$ cat src/rtl/muldiv_pkg.sv
// Shared definitions for the RV32M multiply/divide front end: funct3 codes,
// controller states and core mode encoding.
package muldiv_pkg;

  localparam logic [2:0] F3_MUL    = 3'd0;
  localparam logic [2:0] F3_MULH   = 3'd1;
  localparam logic [2:0] F3_MULHSU = 3'd2;
  localparam logic [2:0] F3_MULHU  = 3'd3;
  localparam logic [2:0] F3_DIV    = 3'd4;
  localparam logic [2:0] F3_DIVU   = 3'd5;
  localparam logic [2:0] F3_REM    = 3'd6;
  localparam logic [2:0] F3_REMU   = 3'd7;

  localparam logic MODE_MUL = 1'b0;
  localparam logic MODE_DIV = 1'b1;

  typedef enum logic [2:0] {
    ST_IDLE,
    ST_ISSUE,
    ST_WAIT,
    ST_FIX,
    ST_DONE,
    ST_DRAIN
  } state_t;

endpackage

$ cat src/rtl/muldiv_ctrl_muldiv.sv
// Iterative unsigned 32x32 multiply / 32/32 divide core. One bit per cycle;
// ready pulses 33 cycles after an accepted valid, out holds until the next op.
module Muldiv
  import muldiv_pkg::*;
(
  input  logic        clk,
  input  logic        rst_n,
  input  logic        valid,
  input  logic        mode,
  input  logic [31:0] a,
  input  logic [31:0] b,
  output logic        ready,
  output logic [63:0] out
);

  logic        busy;
  logic        mode_r;
  logic [5:0]  cnt;
  logic [63:0] acc;
  logic [63:0] mcand;
  logic [31:0] opb;
  logic [32:0] shifted;
  logic [63:0] div_next;

  // Restoring division step: acc holds {remainder, dividend/quotient}
  always_comb begin
    shifted = {acc[63:32], acc[31]};
    if (shifted >= {1'b0, opb}) begin
      div_next = {32'(shifted - {1'b0, opb}), acc[30:0], 1'b1};
    end else begin
      div_next = {shifted[31:0], acc[30:0], 1'b0};
    end
  end

  always_ff @(posedge clk or negedge rst_n) begin
    if (!rst_n) begin
      busy   <= 1'b0;
      ready  <= 1'b0;
      mode_r <= MODE_MUL;
      cnt    <= 6'd0;
      acc    <= 64'd0;
      mcand  <= 64'd0;
      opb    <= 32'd0;
    end else begin
      ready <= 1'b0;
      if (!busy) begin
        if (valid) begin
          busy   <= 1'b1;
          cnt    <= 6'd32;
          mode_r <= mode;
          opb    <= b;
          mcand  <= {32'd0, a};
          acc    <= (mode == MODE_DIV) ? {32'd0, a} : 64'd0;
        end
      end else begin
        if (mode_r == MODE_DIV) begin
          acc <= div_next;
        end else begin
          if (opb[0]) acc <= acc + mcand;
          mcand <= mcand << 1;
          opb   <= opb >> 1;
        end
        cnt <= cnt - 6'd1;
        if (cnt == 6'd1) begin
          busy  <= 1'b0;
          ready <= 1'b1;
        end
      end
    end
  end

  assign out = acc;

endmodule

$ cat src/rtl/muldiv_ctrl.sv
// RV32M front-end: decodes funct3, feeds magnitudes to the unsigned Muldiv
// core, sign-corrects the result and stalls EX until it is ready.
//
// state    | meaning
// ---------+-----------------------------------------------------------
// IDLE     | waiting for req; special cases resolved here directly
// ISSUE    | one-cycle valid to the core with registered magnitudes
// WAIT     | core busy, waiting for ready
// FIX      | sign correction and result select
// DONE     | done pulse, pipeline advances
// DRAIN    | flushed while core busy; discard its result
module muldiv_ctrl
  import muldiv_pkg::*;
(
  input  logic        clk,
  input  logic        rst_n,
  input  logic        req,
  input  logic [2:0]  funct3,
  input  logic [31:0] rs1,
  input  logic [31:0] rs2,
  input  logic        flush,
  output logic        stall,
  output logic        done,
  output logic [31:0] result
);

  state_t      state;
  logic [31:0] op_a, op_b;
  logic        mode, neg, done_r;
  logic [2:0]  op;
  logic [63:0] prod;
  logic        core_valid, core_ready;
  logic [63:0] core_out;

  logic        a_signed, b_signed, sign_a, sign_b, neg_in;
  logic        div_zero, div_ovf;
  logic [31:0] abs_a, abs_b, special;
  logic [31:0] neg_hi, quo_neg, rem_neg, fix_res;

  always_comb begin
    a_signed = (funct3 == F3_MULH) | (funct3 == F3_MULHSU) |
               (funct3 == F3_DIV)  | (funct3 == F3_REM);
    b_signed = (funct3 == F3_MULH) | (funct3 == F3_DIV) | (funct3 == F3_REM);
    sign_a   = a_signed & rs1[31];
    sign_b   = b_signed & rs2[31];
    abs_a    = sign_a ? (~rs1 + 32'd1) : rs1;
    abs_b    = sign_b ? (~rs2 + 32'd1) : rs2;
    // Remainder and MULHSU follow the dividend/rs1 sign only
    neg_in   = ((funct3 == F3_REM) | (funct3 == F3_MULHSU)) ? sign_a : (sign_a ^ sign_b);
    div_zero = funct3[2] & (rs2 == 32'd0);
    div_ovf  = ((funct3 == F3_DIV) | (funct3 == F3_REM)) &
               (rs1 == 32'h8000_0000) & (rs2 == 32'hFFFF_FFFF);
    special  = 32'd0;
    if (div_zero)     special = funct3[1] ? rs1 : 32'hFFFF_FFFF;
    else if (div_ovf) special = funct3[1] ? 32'd0 : 32'h8000_0000;
  end

  always_comb begin
    neg_hi  = ~prod[63:32] + {31'd0, prod[31:0] == 32'd0};
    quo_neg = ~prod[31:0] + 32'd1;
    rem_neg = ~prod[63:32] + 32'd1;
    case (op)
      F3_MUL:                       fix_res = prod[31:0];
      F3_MULH, F3_MULHSU, F3_MULHU: fix_res = neg ? neg_hi : prod[63:32];
      F3_DIV, F3_DIVU:              fix_res = neg ? quo_neg : prod[31:0];
      default:                      fix_res = neg ? rem_neg : prod[63:32];
    endcase
  end

  always_ff @(posedge clk or negedge rst_n) begin
    if (!rst_n) begin
      state  <= ST_IDLE;
      done_r <= 1'b0;
      result <= 32'd0;
      op_a   <= 32'd0;
      op_b   <= 32'd0;
      mode   <= MODE_MUL;
      neg    <= 1'b0;
      op     <= F3_MUL;
      prod   <= 64'd0;
    end else begin
      done_r <= 1'b0;
      case (state)
        ST_IDLE: begin
          if (req && !flush) begin
            if (div_zero || div_ovf) begin
              result <= special;
              done_r <= 1'b1;
              state  <= ST_DONE;
            end else begin
              op_a  <= abs_a;
              op_b  <= abs_b;
              mode  <= funct3[2] ? MODE_DIV : MODE_MUL;
              neg   <= neg_in;
              op    <= funct3;
              state <= ST_ISSUE;
            end
          end
        end
        ST_ISSUE: state <= flush ? ST_IDLE : ST_WAIT;
        ST_WAIT: begin
          if (flush) begin
            state <= core_ready ? ST_IDLE : ST_DRAIN;
          end else if (core_ready) begin
            prod  <= core_out;
            state <= ST_FIX;
          end
        end
        ST_FIX: begin
          if (flush) begin
            state <= ST_IDLE;
          end else begin
            result <= fix_res;
            done_r <= 1'b1;
            state  <= ST_DONE;
          end
        end
        ST_DONE:  state <= ST_IDLE;
        ST_DRAIN: if (core_ready) state <= ST_IDLE;
        default:  state <= ST_IDLE;
      endcase
    end
  end

  // A flush landing on the DONE cycle kills the pulse
  assign done       = done_r & ~flush;
  assign core_valid = (state == ST_ISSUE) & ~flush;
  assign stall      = (req & ~done) | ((state == ST_DRAIN) & req);

  Muldiv core (
    .clk   (clk),
    .rst_n (rst_n),
    .valid (core_valid),
    .mode  (mode),
    .a     (op_a),
    .b     (op_b),
    .ready (core_ready),
    .out   (core_out)
  );

endmodule

$ cat config.mk
export PLATFORM = sky130hd
export DESIGN_NAME = muldiv_ctrl
export DESIGN_NICKNAME = d
export VERILOG_FILES = /design/src/rtl/muldiv_pkg.sv /design/src/rtl/muldiv_ctrl_muldiv.sv /design/src/rtl/muldiv_ctrl.sv
export SDC_FILE = /design/constraint.sdc
export NUM_CORES = 1
export LEC_CHECK = 0
export CORE_UTILIZATION = 67
export CTS_CLUSTER_SIZE = 10
export DETAILED_ROUTE_END_ITERATION = 10
export MAX_ROUTING_LAYER = met4
export PLACE_DENSITY_LB_ADDON = 0.05
export SETUP_SLACK_MARGIN = 0.1
export SLEW_MARGIN = 20
export SYNTH_ARGS = -nofsm -noshare
export SYNTH_HDL_FRONTEND = slang
export SYNTH_SLANG_ARGS = --single-unit
export TNS_END_PERCENT = 50
$ cat constraint.sdc
create_clock -name clk -period 9.9 [get_ports clk]
set_input_delay 2.97 -clock clk [delete_from_list [all_inputs] [get_ports clk]]
set_output_delay 2.97 -clock clk [all_outputs]
set_load 0.02 [all_outputs]
# Yosys cells after proc, flatten, opt, wreduce, memory -nomap -nowiden
# Cells that the tools add are included.
[classes]
n_eq_ne = 23
magnitude_cmp = 1
bitwise = 26
add_sub_neg = 8
muxes = 48
n_reduce_logical = 18
[op_table]
columns = ["cell", "count"]
rows = [
  ["$mux 32", 16],
  ["$mux 64", 8],
  ["$add 32x1->32 const B", 4],
  ["$not 32->32", 4],
  ["$pmux 32 s3", 1],
  ["$add 64x64->64", 1],
  ["$eq 32x32->1 const B", 2],
  ["$logic_not 32->1", 2],
  ["$pmux 32 s2", 1],
  ["$ge 33x32->1", 1],
  ["$add 32x1->32", 1],
  ["$sub 32x32->32", 1],
  ["$mux 3", 7],
  ["$eq 3x2->1 const B", 5],
  ["$eq 3x3->1 const B", 5],
  ["$pmux 3 s5", 1],
  ["$mux 6", 2],
  ["$mux 1", 10],
  ["$and 1x1->1", 9],
  ["$eq 3x1->1 const B", 3],
  ["$reduce_and 3->1", 3],
  ["$ne 2x2->1 const B", 4],
  ["$or 1x1->1", 8],
  ["$eq 6x1->1 const B", 1],
  ["other kinds (17)", 24],
]
[word_totals]
elab_cells = 140
input_bits = 71
reg_bits = 338

# Logic depth before layout (Yosys ltp)
# Gate-level depths: netlist of run 1.
[depth]
depth_word = 9
ltp_mapped = 19
depth_no_buf = 18

# Hierarchy
# A second synthesis of run 1 with hierarchy kept.
[hier_totals]
hier_cells = 2930
area_unflattened_um2 = 24699.9
[by_module_without_submodules]
columns = ["mod", "instances", "area_per_inst_um2", "cells_per_inst"]
rows = [
  ["Muldiv", 1, 13500.4, 1646],
  ["muldiv_ctrl", 1, 11199.5, 1284],
]

# Worst setup path after synthesis of run 1
# No wires, ideal clock.
[synth_path]
path_kind = "input port to output port"
start = "input flush"
end = "output stall"
path_buffers = 1
arrival_time_ns = 3.994
slack_ns = 2.936
stages = 3
cell_sequence = "clkbuf_1 -> nor2b_1 -> a21boi_0"
[synth_between]
elab_chain_len = 5
[synth_rtl]
columns = ["element", "line_no", "text"]
rows = [
  ["from (decl)", "muldiv_ctrl.sv:21", "input logic flush,"],
  ["$not 1->1 (no line)", "-", ""],
  ["$and 1x1->1", "muldiv_ctrl.sv:126", "assign done = done_r & ~flush;"],
  ["via done", "muldiv_ctrl.sv:23", "output logic done,"],
  ["$not 1->1", "muldiv_ctrl.sv:128", "assign stall = (req & ~done) | ((state == ST_DRAIN) & req);"],
  ["$and 1x1->1", "muldiv_ctrl.sv:128", ""],
  ["$or 1x1->1", "muldiv_ctrl.sv:128", ""],
  ["to (decl)", "muldiv_ctrl.sv:22", "output logic stall,"],
]
# The timed path passes the listed nets, and every way through them passes these cells.

# Worst setup path after layout of run 1
[layout_path]
start = "input flush"
end = "output stall"
[layout_between]
elab_chain_len = 5
[layout_rtl]
columns = ["element", "line_no"]
rows = [
  ["$not 1->1 (no line)", "-"],
  ["$and 1x1->1", "muldiv_ctrl.sv:126"],
  ["$not 1->1", "muldiv_ctrl.sv:128"],
  ["$and 1x1->1", "muldiv_ctrl.sv:128"],
  ["$or 1x1->1", "muldiv_ctrl.sv:128"],
]
# Every way passes these cells.

==> summary.md, run 1 <==
| Metric | Value |
|---|---|
| Worst Skew | 21.4 ps |
| Wire length on met3 | 6.33 mm |
| Worst slew pin tran | 1120 ps |
| Layout cells sized above 1 | 6.37% |
| Ys flop type | dfrtp_1 |
| Hold_buf cts | 0 |
| Ys Warns | 0 |
| Vias/cell | 6.88 |
| Outcome | finished clean |
| Gate count of the mapped netlist | 2,901 |
| Die height | 192 µm |
| Seq cells post-synth | 337 |
| Async SR Flop Fraction | 100% |
| Critical path type | in2out |
| I/O Buffers | 104 |
| M1 WL | 29.6 mm |
| Core area | 35,500 µm² |
| Pin count of the biggest net entering global routing | 160 |
| Die area | 36,700 µm² |
| Most frequent cells in the layout | dfrtp_1 (333), nor2_1 (329), a21oi_1 (317), nand2_1 (261), o21ai_0 (240) |
| GP Congestion | 1.05 |
| DR DRC count | 0 |
| Worst Setup End Kind | primary output |
| Syn nets | 3,078 |
| Crit path max fanout | 9 |
| Initial core utilization | 67.9% |
| Commonest non-fill, non-tap cell in the layout | dfrtp_1 |
| Number of flops mapped to enable cells by yosys | 0 |
| Total global-route track usage | 44.3% |
| Routed Wire Length | 79.1 mm |
| Bufs on Longest Clock Path | 3 |
| Core Util, Final | 74.4% |
| Mean area per synthesized cell | 8.31 µm² |
| Antenna Nets Post-Route | 0 |
| Initial antenna violation count | 0 |
| Final setup violation count | 0 |
| GRT overflow | 0 |
| CTS Buf Count | 41 |
| Fin nets | 3,069 |
| Top cell family by delay on the critical path | buffers and inverters |
| Layout area overhead | 9.56% |
| Cell variety after synth | 77 |
| Clock-pin slew on the worst setup and hold paths | 60 ps |
| Htree depth | 2 |
| DR vias | 23,200 |
| Slew margin rel. | 25.3% |
| Met2 wire len | 36.7 mm |
| Max layer used | met4 |
| Starting DRC count in detailed routing | 2,251 |
| Worst skew pair latency | 580 ps |
| Post-CTS setup buffer count | 0 |
| Post-CTS Resized | 0 |
| Post-DP HPWL | 56.6 mm |
| Buf/Inv on CP | 2 |
| RSZ-0062 raised after global routing | false |
| Max-cap viol count | 0 |
| Area of the mapped netlist | 24,100 µm² |
| WP data required | 6930 ps |
| Type of the tightest min-delay check | reg2reg |
| TNS Setup | 0 ps |
| Clock sinks | 337 |
| Die Span X | 192 µm |
| Slowest stage cell on the critical path | clkdlybuf4s50_1 |
| First-pass GRT wire length | 122 mm |
| Worst Path Arrival | 4670 ps |
| Fin crit share | 77.2% |
| First-pass DRT Iterations | 6 |
| Wire length per cell | 23.5 µm |
| Startpoint types | input pin |
| CTS tree | built |
| Post-synthesis sequential area ratio | 35.0% |
| Diode count | 0 |
| Vias in the first global route | 22,100 |
| Root Driver | clkbuf_16 |
| Final min period | 7640 ps |
| Crit path top cell by count | clkdlybuf4s50_1 |
| FMAX | 131 MHz |
| Ports | 105 |
| Fin. Hold Viols | 0 |
| Slew Viols, Final | 0 |
| Crit path largest cell delay | 710 ps |
| Crit-path cells | clkdlybuf4s50_1, nor2b_1, a21boi_0, clkdlybuf4s50_1 |
| Num rows | 69 |
-- cells by family (layout without fill, tap and decap cells) --
group / Yosys count / in the layout / share of synthesized area (%)
mux: 140 / 140 / 6.20
xor+xnor: 207 / 207 / 7.52
compound gates: 954 / 954 / 24.6
simple gates: 885 / 885 / 16.7
fa+ha+maj: 106 / 106 / 5.57
flops: 337 / 337 / 35.0
buf+inv: 272 / 277 / 4.36
-- sequential cells by signal, indices dropped and copies added (netlist names), 2 cells and up --
signal,count
op_b,32
op_a,32
prod,64
core.cnt,6
core.mcand,64
core.out,64
result,32
op,2
state,3
core.opb,32
-- worst paths after layout --
path                              from          end  slack (ps)  cells after the start
setup / recovery                 flush        stall        2260                      4
hold / removal             core.cnt[5]  core.cnt[5]         480                      1
setup reg to reg               prod[6]   result[16]        4080                     14
hold reg to reg            core.cnt[5]  core.cnt[5]         480                      1
max in group asynchronous        rst_n  core.mode_r        6020                      2
min in group asynchronous        rst_n    result[8]        2420                      1
-- area by class of cell --
cell class / instances / area [µm²]
clock buffer: 52 / 1100
clock inverter: 5 / 35.0
fill: 2618 / 9080
inverter: 91 / 342
multi-input combinational: 2292 / 14700
sequential: 337 / 8440
tap: 461 / 577
timing repair buffer: 129 / 1250
-- routing by layer --
layer  up-vias  global-route usage (%)
met1     11100                    51.6
met4         0                    32.1
met5         -                       -
li1      10400                       -
met2      1258                    70.1
met3       369                    6.76
-- per-stage QoR --
stage                     instance area (µm²)  worst slack (ps)  instances  hold WS, ps
after floorplan                         24100              2940       2901          435
after global placement                  25300              2330       3310          453
after detailed placement                25300              2260       3310          466
after CTS                               26400              2270       3367          473
after global routing                    26400              2230       3367          484
final                                   26400              2260       3367          479
-- cell usage after synthesis (14+ instances only) --
library cell / count / area, µm²
nor4_1: 21 / 131
nor2_1: 331 / 1240
inv_1: 91 / 342
a221oi_1: 37 / 324
nor3_1: 48 / 240
or3_1: 17 / 106
ha_1: 104 / 1300
nand2_1: 261 / 980
dfrtp_1: 337 / 8430
a221o_1: 20 / 200
a21oi_1: 317 / 1590
mux2_2: 74 / 833
o21a_1: 15 / 113
or2_2: 14 / 87.6
o211ai_1: 17 / 128
and3_1: 14 / 87.6
or4_1: 18 / 135
a21o_1: 63 / 473
o221ai_1: 16 / 140
nor2b_1: 38 / 238
xnor2_1: 97 / 850
o31ai_1: 45 / 338
a22oi_1: 16 / 120
nand2b_1: 27 / 169
xor2_1: 110 / 963
nand4_1: 38 / 238
o21ai_0: 240 / 1200
clkbuf_1: 161 / 604
o21bai_1: 22 / 165
mux2i_1: 66 / 661
a31oi_1: 48 / 300
nand3_1: 28 / 140
Power of run 1 is not shown: default switching activity piles up to over one toggle a cycle in this logic, so the estimate is an artifact.
==> inputs of run 2 (changes only) <==
--- a/config.mk
+++ b/config.mk
@@ -5,7 +5,7 @@
 export SDC_FILE = /design/constraint.sdc
 export NUM_CORES = 1
 export LEC_CHECK = 0
-export CORE_UTILIZATION = 67
+export CORE_UTILIZATION = 56
 export CTS_CLUSTER_SIZE = 10
 export DETAILED_ROUTE_END_ITERATION = 10
 export MAX_ROUTING_LAYER = met4
==> constraint.sdc (replaced) <==
create_clock -name clk -period 6.15 [get_ports clk]
set_input_delay 1.845 -clock clk [delete_from_list [all_inputs] [get_ports clk]]
set_output_delay 1.845 -clock clk [all_outputs]
set_load 0.02 [all_outputs]
==> run 2 against run 1 <==
Compared with the run above:
- wire length grew 0.59%
- via count shrank 3.6%
- hold slack is essentially flat
- first-iteration DRC count shrank 6.0%
- clock skew grew 2.4 ps
- setup slack lost 1400 ps
==> summary.md, run 2 (synthesized netlist as in run 1, its figures left out) <==
| Metric | Value |
|---|---|
| Ports | 105 (unchanged) |
| Fin. Hold Viols | 0 (unchanged) |
| Vias in the first global route | 21,500 (was 22,100) |
| Starting DRC count in detailed routing | 2,115 (was 2,251) |
| GRT overflow | 0 (unchanged) |
| Internal power | 0.00942 W |
| Multi-input logic area | 14,700 µm² (about the same) |
| Switching share of power | 50.3% |
| Fin nets | 3,080 (was 3,069) |
| CTS tree | built (unchanged) |
| WP data required | 4300 ps (was 6930 ps) |
| Antenna Nets Post-Route | 0 (unchanged) |
| GP Congestion | 1.03 (was 1.05) |
| Switch Pwr | 0.00952 W |
| Post-Layout Cell Count | 3,463 (was 3,367) |
| Inst Count DP | 3,398 (was 3,310) |
| Core area | 42,200 µm² (was 35,500 µm²) |
| Crit path largest cell delay | 720 ps (was 710 ps) |
| Die area | 43,900 µm² (was 36,700 µm²) |
| Worst skew pair latency | 580 ps (about the same) |
| Max layer used | met4 (unchanged) |
| Comb pwr share | 63.7% |
| Met2 wire len | 37.2 mm (was 36.7 mm) |
| DR DRC count | 0 (unchanged) |
| Worst r2r src | prod[6] (unchanged) |
| Final setup violation count | 0 (unchanged) |
| Clock share of power | 12.5% |
| TNS Setup | 0 ps (unchanged) |
| Final worst slack | 840 ps (was 2260 ps) |
| Buf/Inv on CP | 2 (unchanged) |
| Max-cap viol count | 0 (unchanged) |
| Post-CTS Resized | 0 (unchanged) |
| Slew margin rel. | 23.3% (was 25.3%) |
| Bufs on Longest Clock Path | 3 (unchanged) |
| Pre-CTS setup slack | 758 ps (was 2260 ps) |
| Crit path max fanout | 9 (unchanged) |
| Peak supply drop | 0.000369 V |
| Worst slew pin tran | 1150 ps (was 1120 ps) |
| I/O Buffers | 104 (unchanged) |
| Slowest stage cell on the critical path | clkdlybuf4s50_1 (unchanged) |
| Die Span X | 209 µm (was 192 µm) |
| Top cell family by delay on the critical path | buffers and inverters (unchanged) |
| Fin crit share | 86.3% |
| RSZ-0062 raised after global routing | false (unchanged) |
| Routed Wire Length | 79.5 mm (was 79.1 mm) |
| Hold_buf cts | 0 (unchanged) |
| Wire length on met3 | 4.24 mm (was 6.33 mm) |
| Critical Path Source | flush (unchanged) |
| Root Driver | clkbuf_16 (unchanged) |
| Register area | 8440 µm² (unchanged) |
| Critical path type | in2out (unchanged) |
| Clock sinks | 337 (unchanged) |
| Clock-pin slew on the worst setup and hold paths | 50 ps (was 60 ps) |
| First-pass GRT wire length | 123 mm (was 122 mm) |
| Pwr Density | 708 nW/µm² |
| HP Start | core.cnt[5] (unchanged) |
| M1 WL | 32.6 mm (was 29.6 mm) |
| Filler cells | 3,683 (was 2,618) |
| Worst Skew | 23.8 ps (was 21.4 ps) |
| CTS Buf Count | 42 (was 41) |
| Htree depth | 2 (unchanged) |
| DR vias | 22,300 (was 23,200) |
| Most frequent cells in the layout | dfrtp_1 (333), nor2_1 (328), a21oi_1 (317), nand2_1 (261), o21ai_0 (240) (was dfrtp_1 (333), nor2_1 (329), a21oi_1 (317), nand2_1 (261), o21ai_0 (240)) |
| Hold slack | 478 ps (was 479 ps) |
| Crit-path cells | clkdlybuf4s50_1, nor2b_1, a21boi_0, clkdlybuf4s50_1 (unchanged) |
| Initial antenna violation count | 2 (was 0) |
| Worst Setup End Kind | primary output (unchanged) |
| Final min period | 5310 ps |
| Worst Path Arrival | 3470 ps (was 4670 ps) |
| Post-DP HPWL | 58.6 mm (was 56.6 mm) |
| Crit path top cell by count | clkdlybuf4s50_1 (unchanged) |
| Reg power frac | 23.8% |
| First-pass DRT Iterations | 8 (was 6) |
| Layout cells sized above 1 | 6.94% (was 6.37%) |
| FMAX | 188 MHz |
| Die height | 209 µm (was 192 µm) |
| Layout area overhead | 11.0% (was 9.56%) |
| Total global-route track usage | 37.4% (was 44.3%) |
| Post-CTS setup buffer count | 0 (unchanged) |
| Num rows | 75 (was 69) |
| Leak | 11.9 nW |
| Initial core utilization | 57.1% (was 67.9%) |
| Vias/cell | 6.45 (was 6.88) |
| Commonest non-fill, non-tap cell in the layout | dfrtp_1 (unchanged) |
| Type of the tightest min-delay check | reg2reg (unchanged) |
| Outcome | finished clean (unchanged) |
| Pin count of the biggest net entering global routing | 151 (was 160) |
| Design Power | 0.0189 W |
| Slew Viols, Final | 0 (unchanged) |
| Wire length per cell | 23.0 µm (was 23.5 µm) |
| Startpoint types | input pin (unchanged) |
==> run 2: changes by cell type in the layout (fill, tap and decap cells not counted), sizes merged <==
cell	before	now
buf	26	36
bufinv	0	1
clkbuf	52	58
clkinv	2	3
clkinvlp	1	0
diode	0	1
==> run 2: final timing paths <==
| kind | end | slack [ps] | cells past startpoint |
|---|---|---|---|
| hold / removal | core.cnt[5] | 480 | 1 |
| hold reg to reg | core.cnt[5] | 480 | 1 |
| max in group asynchronous | core.mode_r | 3790 | 2 |
| setup reg to reg | result[27] | 1080 | 20 |
| min in group asynchronous | result[7] | 1150 | 1 |
| setup / recovery | stall | 840 | 4 |
==> run 2: metrics by stage <==
step	utilization, %	instance area (µm²)
after floorplan	-	24100
after global placement	60.3	25500
after detailed placement	60.3	25500
after CTS	63.3	26700
after global routing	63.3	26700
final	63.3	26700
==> run 2: layer usage <==
layer	up-vias	global-route usage [%]
li1	10500	-
met1	10800	45.9
met2	790	59.0
met3	261	4.23
met4	0	23.7
met5	-	-
==> run 2: power groups by stage <==
stage	clock network (W)	registers, W	logic [W]
floorplan	0	0.00394	0.00883
global placement	0	0.00449	0.0117
detailed placement	0	0.00452	0.0118
CTS	0.00239	0.00449	0.0119
global route	0.00248	0.00459	0.0133
finish	0.00236	0.00452	0.0121
==> run 2: cell type report <==
cell class,count,area share [%]
Antenna cell,1,0.00936
Clock buffer,58,4.50
Clock inverter,6,0.276
Inverter,91,1.28
Multi-Input combinational cell,2292,54.8
Sequential cell,337,31.6
Tap cell,539,2.52
Timing Repair Buffer,139,5.03
==> run 2: worst reg2reg max path, stage by stage (launching register included) <==
cell and delay [ps]:
dfrtp_1 410, or4_1 590, or2_2 340, nor3_1 200, buf_4 160, nand4_1 180
nor4_1 360, buf_4 180, ha_1 160, or3b_2 460, buf_4 190, o31ai_1 250
buf_4 170, nand2_1 110, o21ai_0 220, nand2_1 90, xor2_1 160, a221oi_1 290
o21ai_0 210, nand3_1 150, o21ai_1 70
Power figures use the tool's default switching activity.
